### config.mk
export PLATFORM = sky130hd
export DESIGN_NAME = dxl_status_rx
export DESIGN_NICKNAME = d
export VERILOG_FILES = /design/src/rtl/dxl_pkg.sv /design/src/rtl/dxl_uart_rx_byte.sv /design/src/rtl/dxl_status_rx.sv
export SDC_FILE = /design/constraint.sdc
export NUM_CORES = 1
export LEC_CHECK = 0
export CAP_MARGIN = 20
export CORE_ASPECT_RATIO = 1.5
export CORE_MARGIN = 2
export CORE_UTILIZATION = 40
export CTS_BUF_LIST = sky130_fd_sc_hd__clkbuf_2 sky130_fd_sc_hd__clkbuf_4 sky130_fd_sc_hd__clkbuf_8
export CTS_CLUSTER_DIAMETER = 50
export DETAILED_ROUTE_END_ITERATION = 6
export PLACE_DENSITY_LB_ADDON = 0.12
export SKIP_LAST_GASP = 1
export SYNTH_ARGS = -nofsm -noshare
export SYNTH_HDL_FRONTEND = slang
export SYNTH_SLANG_ARGS = --single-unit
### constraint.sdc
create_clock -name clk -period 3.85 [get_ports clk]
set_input_delay 0.77 -clock clk [delete_from_list [all_inputs] [get_ports clk]]
set_output_delay 0.77 -clock clk [all_outputs]
set_load 0.05 [all_outputs]
### src/rtl/dxl_pkg.sv
// Shared definitions for the Dynamixel half-duplex bus: framing constants,
// default timing, FSM state types and the status checksum helper.
package dxl_pkg;

    localparam logic [7:0] DXL_HDR            = 8'hFF;
    localparam int         DXL_CLKS_PER_BIT   = 876;
    localparam int         DXL_MAX_PARAMS     = 4;
    localparam int         DXL_TIMEOUT_CYCLES = 175200;

    typedef enum logic [3:0] {
        PS_IDLE  = 4'd0,
        PS_HDR1  = 4'd1,
        PS_HDR2  = 4'd2,
        PS_ID    = 4'd3,
        PS_LEN   = 4'd4,
        PS_ERR   = 4'd5,
        PS_PARAM = 4'd6,
        PS_CSUM  = 4'd7,
        PS_DONE  = 4'd8
    } parse_state_e;

    typedef enum logic [1:0] {
        RX_IDLE  = 2'd0,
        RX_START = 2'd1,
        RX_DATA  = 2'd2,
        RX_STOP  = 2'd3
    } rx_state_e;

    // Checksum byte expected for a given running sum of ID..last param.
    function automatic logic [7:0] dxl_csum(input logic [7:0] sum);
        return ~sum;
    endfunction

endpackage

### src/rtl/dxl_uart_rx_byte.sv
// Synchroniser plus 8N1 byte receiver. Runs continuously; emits one-cycle
// byte_valid_o with the data byte and a stop-bit error flag.
module dxl_uart_rx_byte
    import dxl_pkg::*;
#(
    parameter int CLKS_PER_BIT = DXL_CLKS_PER_BIT
) (
    input  logic       clk,
    input  logic       reset,
    input  logic       rxd_i,
    output logic       byte_valid_o,
    output logic [7:0] byte_data_o,
    output logic       stop_err_o
);

    localparam int CW   = $clog2(CLKS_PER_BIT);
    localparam int HALF = CLKS_PER_BIT / 2;

    logic            sync1_q;
    logic            sync2_q;
    logic            prev_q;
    rx_state_e       state_q;
    logic [CW-1:0]   cnt_q;
    logic [2:0]      bit_q;
    logic [7:0]      shift_q;
    logic            byte_valid_q;
    logic [7:0]      byte_data_q;
    logic            stop_err_q;

    // Synchroniser, edge detect and bit-timing state machine.
    always_ff @(posedge clk or posedge reset) begin
        if (reset) begin
            sync1_q      <= 1'b1;
            sync2_q      <= 1'b1;
            prev_q       <= 1'b1;
            state_q      <= RX_IDLE;
            cnt_q        <= '0;
            bit_q        <= 3'd0;
            shift_q      <= 8'd0;
            byte_valid_q <= 1'b0;
            byte_data_q  <= 8'd0;
            stop_err_q   <= 1'b0;
        end else begin
            sync1_q      <= rxd_i;
            sync2_q      <= sync1_q;
            prev_q       <= sync2_q;
            byte_valid_q <= 1'b0;
            case (state_q)
                RX_IDLE: begin
                    cnt_q <= '0;
                    bit_q <= 3'd0;
                    if (prev_q && !sync2_q) begin
                        state_q <= RX_START;
                    end
                end
                RX_START: begin
                    // A line that is high again at mid start bit was a glitch.
                    if (cnt_q == CW'(HALF - 1)) begin
                        cnt_q   <= '0;
                        state_q <= sync2_q ? RX_IDLE : RX_DATA;
                    end else begin
                        cnt_q <= cnt_q + CW'(1);
                    end
                end
                RX_DATA: begin
                    if (cnt_q == CW'(CLKS_PER_BIT - 1)) begin
                        cnt_q   <= '0;
                        shift_q <= {sync2_q, shift_q[7:1]};
                        if (bit_q == 3'd7) begin
                            state_q <= RX_STOP;
                        end else begin
                            bit_q <= bit_q + 3'd1;
                        end
                    end else begin
                        cnt_q <= cnt_q + CW'(1);
                    end
                end
                RX_STOP: begin
                    if (cnt_q == CW'(CLKS_PER_BIT - 1)) begin
                        cnt_q        <= '0;
                        byte_valid_q <= 1'b1;
                        byte_data_q  <= shift_q;
                        stop_err_q   <= ~sync2_q;
                        state_q      <= RX_IDLE;
                    end else begin
                        cnt_q <= cnt_q + CW'(1);
                    end
                end
                default: begin
                    state_q <= RX_IDLE;
                end
            endcase
        end
    end

    assign byte_valid_o = byte_valid_q;
    assign byte_data_o  = byte_data_q;
    assign stop_err_o   = stop_err_q;

endmodule

### src/rtl/dxl_status_rx.sv
// Dynamixel status packet receiver: parses FF FF ID LEN ERR P0..Pn CSUM from
// the serial line after arm and reports fields plus error flags on a strobe.
module dxl_status_rx
    import dxl_pkg::*;
#(
    parameter int CLKS_PER_BIT   = DXL_CLKS_PER_BIT,
    parameter int MAX_PARAMS     = DXL_MAX_PARAMS,
    parameter int TIMEOUT_CYCLES = DXL_TIMEOUT_CYCLES
) (
    input  logic                    clk,
    input  logic                    reset,
    input  logic                    rxd,
    input  logic                    arm,
    output logic                    busy,
    output logic                    result_valid,
    output logic [7:0]              status_id,
    output logic [7:0]              status_err,
    output logic [2:0]              param_cnt,
    output logic [8*MAX_PARAMS-1:0] params,
    output logic                    csum_fail,
    output logic                    len_fail,
    output logic                    frame_fail,
    output logic                    timeout
);

    localparam int TW = $clog2(TIMEOUT_CYCLES);

    logic       byte_valid_s;
    logic [7:0] byte_data_s;
    logic       stop_err_s;

    parse_state_e            state_q;
    logic [TW-1:0]           tmo_cnt_q;
    logic [7:0]              sum_q;
    logic [2:0]              k_q;
    logic                    busy_q;
    logic                    result_valid_q;
    logic [7:0]              status_id_q;
    logic [7:0]              status_err_q;
    logic [2:0]              param_cnt_q;
    logic [8*MAX_PARAMS-1:0] params_q;
    logic                    csum_fail_q;
    logic                    len_fail_q;
    logic                    frame_fail_q;
    logic                    timeout_q;

    dxl_uart_rx_byte #(
        .CLKS_PER_BIT (CLKS_PER_BIT)
    ) u_rx_byte (
        .clk          (clk),
        .reset        (reset),
        .rxd_i        (rxd),
        .byte_valid_o (byte_valid_s),
        .byte_data_o  (byte_data_s),
        .stop_err_o   (stop_err_s)
    );

    // Packet parser with timeout; arm has priority over any received byte.
    always_ff @(posedge clk or posedge reset) begin
        if (reset) begin
            state_q        <= PS_IDLE;
            tmo_cnt_q      <= '0;
            sum_q          <= 8'd0;
            k_q            <= 3'd0;
            busy_q         <= 1'b0;
            result_valid_q <= 1'b0;
            status_id_q    <= 8'd0;
            status_err_q   <= 8'd0;
            param_cnt_q    <= 3'd0;
            params_q       <= '0;
            csum_fail_q    <= 1'b0;
            len_fail_q     <= 1'b0;
            frame_fail_q   <= 1'b0;
            timeout_q      <= 1'b0;
        end else begin
            result_valid_q <= 1'b0;
            if (arm) begin
                state_q      <= PS_HDR1;
                tmo_cnt_q    <= '0;
                sum_q        <= 8'd0;
                k_q          <= 3'd0;
                busy_q       <= 1'b1;
                status_id_q  <= 8'd0;
                status_err_q <= 8'd0;
                param_cnt_q  <= 3'd0;
                params_q     <= '0;
                csum_fail_q  <= 1'b0;
                len_fail_q   <= 1'b0;
                frame_fail_q <= 1'b0;
                timeout_q    <= 1'b0;
            end else begin
                case (state_q)
                    PS_IDLE: begin
                        tmo_cnt_q <= '0;
                    end
                    PS_DONE: begin
                        result_valid_q <= 1'b1;
                        busy_q         <= 1'b0;
                        state_q        <= PS_IDLE;
                    end
                    PS_HDR1, PS_HDR2, PS_ID, PS_LEN, PS_ERR, PS_PARAM, PS_CSUM: begin
                        if (byte_valid_s) begin
                            tmo_cnt_q <= '0;
                            if (stop_err_s) begin
                                frame_fail_q <= 1'b1;
                            end
                            case (state_q)
                                PS_HDR1: begin
                                    if (byte_data_s == DXL_HDR) begin
                                        state_q <= PS_HDR2;
                                    end
                                end
                                PS_HDR2: begin
                                    state_q <= (byte_data_s == DXL_HDR) ? PS_ID : PS_HDR1;
                                end
                                PS_ID: begin
                                    // Extra 0xFF preamble bytes are tolerated here.
                                    if (byte_data_s != DXL_HDR) begin
                                        status_id_q <= byte_data_s;
                                        sum_q       <= byte_data_s;
                                        state_q     <= PS_LEN;
                                    end
                                end
                                PS_LEN: begin
                                    sum_q <= sum_q + byte_data_s;
                                    if ((byte_data_s < 8'd2) ||
                                        (byte_data_s > 8'(MAX_PARAMS + 2))) begin
                                        len_fail_q <= 1'b1;
                                        state_q    <= PS_DONE;
                                    end else begin
                                        param_cnt_q <= 3'(byte_data_s - 8'd2);
                                        state_q     <= PS_ERR;
                                    end
                                end
                                PS_ERR: begin
                                    status_err_q <= byte_data_s;
                                    sum_q        <= sum_q + byte_data_s;
                                    k_q          <= 3'd0;
                                    state_q      <= (param_cnt_q == 3'd0) ? PS_CSUM : PS_PARAM;
                                end
                                PS_PARAM: begin
                                    sum_q <= sum_q + byte_data_s;
                                    for (int i = 0; i < MAX_PARAMS; i++) begin
                                        if (k_q == 3'(i)) begin
                                            params_q[8*i +: 8] <= byte_data_s;
                                        end
                                    end
                                    if (k_q == (param_cnt_q - 3'd1)) begin
                                        state_q <= PS_CSUM;
                                    end else begin
                                        k_q <= k_q + 3'd1;
                                    end
                                end
                                PS_CSUM: begin
                                    csum_fail_q <= (byte_data_s != dxl_csum(sum_q));
                                    state_q     <= PS_DONE;
                                end
                                default: begin
                                    state_q <= PS_IDLE;
                                end
                            endcase
                        end else if (tmo_cnt_q == TW'(TIMEOUT_CYCLES - 1)) begin
                            timeout_q <= 1'b1;
                            state_q   <= PS_DONE;
                        end else begin
                            tmo_cnt_q <= tmo_cnt_q + TW'(1);
                        end
                    end
                    default: begin
                        state_q <= PS_IDLE;
                        busy_q  <= 1'b0;
                    end
                endcase
            end
        end
    end

    assign busy         = busy_q;
    assign result_valid = result_valid_q;
    assign status_id    = status_id_q;
    assign status_err   = status_err_q;
    assign param_cnt    = param_cnt_q;
    assign params       = params_q;
    assign csum_fail    = csum_fail_q;
    assign len_fail     = len_fail_q;
    assign frame_fail   = frame_fail_q;
    assign timeout      = timeout_q;

endmodule

==> impl_metrics.yaml, run 1 <==
status:
  status: "finished, final reports clean"
placement:
  gp_congestion: 0.839
  port_buffers: 60
  dpl.hpwl_um: 9750
cells_and_area:
  multiInputGateArea_um2: 2740
  final_cell_mix: "dfrtp_1 (123), nand2_1 (95), nor2_1 (64)"
  drive_gt1_share_pct: 9.50
  fillers: 1503
  final_common_cell: "dfrtp_1"
  fin_nets: 696
  syn_to_final_growth_pct: 19.8
  seq_area_um2: 3160
  diodes: 0
synth:
  synth.avg_cell_area_um2: 9.97
  synth-edff-count: 0
  synth.cell_area_um2: 6070
  yosys.area.top_type: "dfrtp_1"
  ys_warn_count: 0
  async_flop_share_pct: 100
  synth_seq_cells: 126
  syn-num-nets: 634
  synth_flop_cell: "dfrtp_1"
  syn-instance-count: 609
  synth_area_leaders: "dfrtp_1 (51%), nand2_1 (5.9%), o21ai_0 (4.7%)"
  ys_seq_area_share_pct: 52.0
  ys_types: 66
  synth.top_cell.area_share_pct: 50.7
clocking:
  cts_resized: 0
  postCtsSetupBuffers: 0
  cts-root-buf: "clkbuf_8"
  clk_pin_slew_ps: 80
  cts_htree_levels: 4
  clkLatencyLatePin_ps: 430
  cts_tree: "built"
  clock_path_buffers: 2
  cts_hold_buf: 0
  clock-sinks: 126
  cts_buffers: 17
route:
  wl_um: 13800
  wire_per_inst_um: 15.6
  drc: 0
  drtIter0Drc: 162
  ant_nets: 0
  vias: 4552
  detail_route.vias_per_cell: 5.16
  firstDrtPassIters: 5
critical_path:
  crit_family: "compound AO/OA/AOI/OAI gates"
  crit_chain: "clkdlybuf4s50_1, a41oi_4, a21boi_2, nor2_1, a22o_1"
  worstPathMaxFanout: 18
  startpoint_type: "input pin"
  path_class: "input pin to flip-flop"
  cp_num_buf_inv: 1
  crit_path_top_delay_cell: "clkdlybuf4s50_1"
  endpoint_kind: "flip-flop"
  cpPeakStageDelay_ps: 700
  critPathRequiredTime_ps: 4170
  arrival_ps: 2930
global_route:
  grt_pass1_vias: 4643
  grt_usage_pct: 18.1
  grt_max_degree: 66
  grt-ovfl-total: 0
  antenna_found_initial: 0
  grt_pass1_wl_um: 23300
power:
  combPwrFrac_pct: 8.6
  p_leak_nw: 3.11
  swShare_pct: 27.4
  ir_drop_uv: 214
  clock_power_share_pct: 42.6
  p_per_area_nw_per_um2: 400
  seq_power_share_pct: 48.8
  power.internal_w: 0.00211
  switchingPower_w: 0.000798
floorplanning:
  die-area_um2: 16200
  io_pins: 61
  die_y_um: 155
  core_area_um2: 15000
  row_count: 55
  die_width_um: 105
  initial_utilization_pct: 40.5
sta:
  hold_slack_ps: 359
  min_period_ps: 2610
  finalCritPeriodShare_pct: 67.8
  max-slew-margin-rel_pct: 39.4
  rsz0062_at_grt: "no"
  report.final.hold_viol_count: 0
  clock-skew-final_ps: 13.1
  maxSlewViolCount: 0
  max_clock_freq_mhz: 383
  tns_ps: 0
  worstMarginPinSlew_ps: 910
  setup_violations: 0
job:
  cap_viol_max_count: 0
hold_path:
  hp-class: "flip-flop to flip-flop"
==> power by group through the flow <==
stage	Sequential [W]	Combinational, W	Clock, W
3_5_place_dp	0.00145	0.000256	0
6_report	0.00142	0.000249	0.00124
3_3_place_gp	0.00144	0.000252	0
2_1_floorplan	0.00142	0.000221	0
4_1_cts	0.00142	0.000257	0.00128
5_1_grt	0.00143	0.000285	0.00135
==> cell usage after synthesis (7+ instances only) <==
library cell	instances
dfrtp_1	123
nand4_1	7
ha_1	20
xnor2_1	14
mux2i_1	12
mux2_2	12
clkbuf_1	10
nor3_1	13
nand3_1	23
xor2_1	11
inv_1	20
o21ai_0	57
a21oi_1	19
a22o_1	9
nand2_1	95
nor2_1	64
==> worst reg2reg max path: cells and delay by family, from the launching register on <==
family | cells | cell delay, ps
and+or+nand+nor | 3 | 620
AOI/OAI and AO/OA | 3 | 1220
DFF | 1 | 540
==> final cells by class <==
cell class	count	area share (%)
clock inverters	14	2.44
well taps	199	3.42
multi-input cells	442	37.6
clock buffers	18	3.41
repair buffers	63	8.57
inverters	21	1.14
flip-flops and latches	126	43.4
==> metal layers <==
layer  share of wire [%]  up-vias  track usage, %
met3                 3.5        9            3.81
met1                  44     2205            22.1
met5                   0        -               0
met2                  52       87            31.7
met4                0.98        0            6.67
li1                    -     2251               -
==> per-stage QoR <==
step | setup WS [ps] | total power (W) | utilization (%) | instance area, um2 | cells
final | 1240 | 0.00291 | 48.5 | 7270 | 883
after floorplan | 1530 | 0.00164 | - | 6070 | 609
after detailed placement | 791 | 0.00170 | 45.7 | 6850 | 851
after global placement | 851 | 0.00170 | 45.7 | 6850 | 851
after global routing | 1030 | 0.00306 | 48.5 | 7270 | 883
after CTS | 1280 | 0.00296 | 48.5 | 7270 | 883
==> flip-flops by register name (all words and copies together), names as in the netlist, 3 cells and up, named ones only <==
| signal | flops |
|---|---|
| k_q | 3 |
| param_cnt | 3 |
| params | 32 |
| state_q | 4 |
| status_err | 8 |
| status_id | 8 |
| sum_q | 8 |
| tmo_cnt_q | 18 |
| u_rx_byte.bit_q | 3 |
| u_rx_byte.byte_data_o | 8 |
| u_rx_byte.cnt_q | 10 |
| u_rx_byte.shift_q | 8 |
==> final timing paths <==
kind / start / slack, ps / to / cells past startpoint
max: arm / 1240 / sum_q[3]$_DFFE_PP0P_ / 5
min: u_rx_byte.sync1_q$_DFF_PP1_ / 360 / u_rx_byte.sync2_q$_DFF_PP1_ / 0
max reg2reg: u_rx_byte.byte_data_o[5]$_DFFE_PP0P_ / 1360 / sum_q[3]$_DFFE_PP0P_ / 6
min reg2reg: u_rx_byte.sync1_q$_DFF_PP1_ / 360 / u_rx_byte.sync2_q$_DFF_PP1_ / 0
max in group asynchronous: reset / 2330 / tmo_cnt_q[11]$_DFFE_PP0P_ / 3
min in group asynchronous: reset / 950 / status_id[6]$_DFFE_PP0P_ / 3
==> kinds of logic (layout without fill, tap and decap cells) <==
logic type / Yosys count / in the layout / share of synthesized area, %
muxes: 24 / 24 / 4.20
adders and majority gates: 21 / 21 / 4.45
xor gates and xnor gates: 25 / 25 / 3.61
AOI/OAI and AO/OA: 122 / 122 / 13.2
DFF: 126 / 126 / 52.0
and+or+nand+nor: 250 / 250 / 19.6
buffers and inverters: 41 / 116 / 2.91
No activity file was read; power rests on OpenSTA's default activity.
==> inputs of run 2 (changes only) <==
==> constraint.sdc (replaced) <==
create_clock -name clk -period 2.33 [get_ports clk]
set_input_delay 0.466 -clock clk [delete_from_list [all_inputs] [get_ports clk]]
set_output_delay 0.466 -clock clk [all_outputs]
set_load 0.05 [all_outputs]
==> run 2 against run 1 <==
Against the previous run:
- hold slack got worse by 1.8 ps
- final cell count increased by 3.4%
- sequential cell count is the same
- sequential power increased by 65%
- count of clock-buffer cells in the layout up 2
- core utilization rose by 1.4 points
==> impl_metrics.yaml, run 2 (same netlist as run 1, synthesis figures left out) <==
critical_path:
  r2r_end: "sum_q[6]$_DFFE_PP0P_"
  r2r_slack_ps: 130
  crit_end: "sum_q[6]$_DFFE_PP0P_"
  reg2reg_depth: 9
  critPathRequiredTime_ps: 2670
  arrival_ps: 2550
  worstPathMaxFanout: 5
  endpoint_kind: "flip-flop"
  timing.rr.start: "u_rx_byte.byte_data_o[0]$_DFFE_PP0P_"
  startpoint_type: "flip-flop"
  startpoint: "u_rx_byte.byte_data_o[0]$_DFFE_PP0P_"
  path_class: "flip-flop to flip-flop"
placement:
  dpl.hpwl_um: 10200
  place_inst: 881
  gp_congestion: 0.840
  port_buffers: 60
  postPlaceCellArea_um2: 7100
hold_path:
  hp-class: "flip-flop to flip-flop"
route:
  wl_um: 13900
  vias: 4694
  detail_route.vias_per_cell: 5.14
  ant_nets: 0
  drc: 0
  wire_per_inst_um: 15.3
  drtIter0Drc: 164
  firstDrtPassIters: 5
floorplanning:
  io_pins: 61
  initial_utilization_pct: 40.5
  die-area_um2: 16200
  core_area_um2: 15000
  die_width_um: 105
  die_y_um: 155
  row_count: 55
cells_and_area:
  largest_reg_flops: 32
  fillers: 1471
  syn_to_final_growth_pct: 23.3
  fin_cells: 913
  finalInstanceArea_um2: 7480
  fin_nets: 726
  drive_gt1_share_pct: 13.4
  diodes: 0
  final_common_cell: "dfrtp_1"
  final_cell_mix: "dfrtp_1 (122), nand2_1 (95), nor2_1 (64)"
power:
  p_leak_nw: 3.24
  p_per_area_nw_per_um2: 618
  ir_drop_uv: 416
  total_power_w: 0.00463
global_route:
  grt_pass1_vias: 4727
  grt-ovfl-total: 0
  grt_max_degree: 69
  grt_pass1_wl_um: 23400
  grt_usage_pct: 18.1
  antenna_found_initial: 0
clocking:
  clock-sinks: 126
  clock_path_buffers: 2
  cts-root-buf: "clkbuf_8"
  cts_htree_levels: 4
  clkLatencyLatePin_ps: 430
  clk_pin_slew_ps: 80
  postCtsSetupBuffers: 0
  cts_tree: "built"
  cts_buffers: 17
sta:
  report.final.hold_viol_count: 0
  max_clock_freq_mhz: 454
  setup_violations: 0
  worstMarginPinSlew_ps: 988
  maxSlewViolCount: 0
  finalCritPeriodShare_pct: 94.6
  min_period_ps: 2200
  rsz0062_at_grt: "yes"
  max-slew-margin-rel_pct: 33.9
  clock-skew-final_ps: 12.2
status:
  status: "finished, final reports clean"
job:
  cap_viol_max_count: 0
run 2: cell types whose count changed in the layout (fill, tap and decap cells not counted), moves of 2 or more:
cell,change
buf_12,+2
buf_4,+28
bufinv_16,-2
clkinv_2,+2
inv_6,-3
run 2: final cells by class:
type / instances / area [um2] / area share [%]
Inverter: 21 / 82.6 / 1.10
Sequential cell: 126 / 3160 / 42.2
Clock buffer: 20 / 269 / 3.59
Timing Repair Buffer: 93 / 873 / 11.7
Tap cell: 199 / 249 / 3.33
Clock inverter: 12 / 110 / 1.47
Multi-Input combinational cell: 442 / 2740 / 36.6
run 2: report_power, final:
group	total, W	switching [W]	internal [W]	leakage [nW]
Clock	0.00180	0.000883	0.000916	0.197
Sequential	0.00235	0.0000968	0.00225	1.74
Combinational	0.000482	0.000291	0.000191	1.31
run 2: layer usage:
metal / vias up / global-route usage [%] / wire (um)
li1: 2308 / - / -
met1: 2271 / 21.6 / 6110
met2: 106 / 32.6 / 7170
met3: 9 / 4.52 / 546
met4: 0 / 5.02 / 116
met5: - / 0 / 0
run 2: how the worst min path moves through the flow:
| stage | start | depth (start not counted) | end |
|---|---|---|---|
| floorplan | u_rx_byte.sync1_q$_DFF_PP1_ | 0 | u_rx_byte.sync2_q$_DFF_PP1_ |
| global placement | u_rx_byte.sync1_q$_DFF_PP1_ | 0 | u_rx_byte.sync2_q$_DFF_PP1_ |
| detailed placement | u_rx_byte.sync1_q$_DFF_PP1_ | 0 | u_rx_byte.sync2_q$_DFF_PP1_ |
| CTS | u_rx_byte.sync1_q$_DFF_PP1_ | 0 | u_rx_byte.sync2_q$_DFF_PP1_ |
| global route | u_rx_byte.sync1_q$_DFF_PP1_ | 0 | u_rx_byte.sync2_q$_DFF_PP1_ |
| finish | u_rx_byte.sync1_q$_DFF_PP1_ | 0 | u_rx_byte.sync2_q$_DFF_PP1_ |
run 2: worst max-delay path, cell delays in order, from the launching register on:
cell	delay, ps
dfrtp_1	490
ha_1	220
inv_1	60
fa_1	390
nor2b_1	170
o21a_1	170
o211ai_1	90
o22a_1	200
a21o_1	160
a211oi_2	180
run 2: repair_timing:
action / 4_1_cts / 5_1_grt
gates resized for setup: 0 / 2
hold buffers: 0 / 0
setup endpoints to repair: 0 / 15
run 2: stage by stage:
stage	hold WS, ps	TNS (ps)	setup WS [ps]	utilization (%)
final	357	0	126	49.9
after global routing	363	-120	-46.0	49.9
after CTS	358	0	58.1	49.8
after detailed placement	347	-1920	-143	47.3
after global placement	345	-1070	-92.9	47.3
after floorplan	345	0	259	-
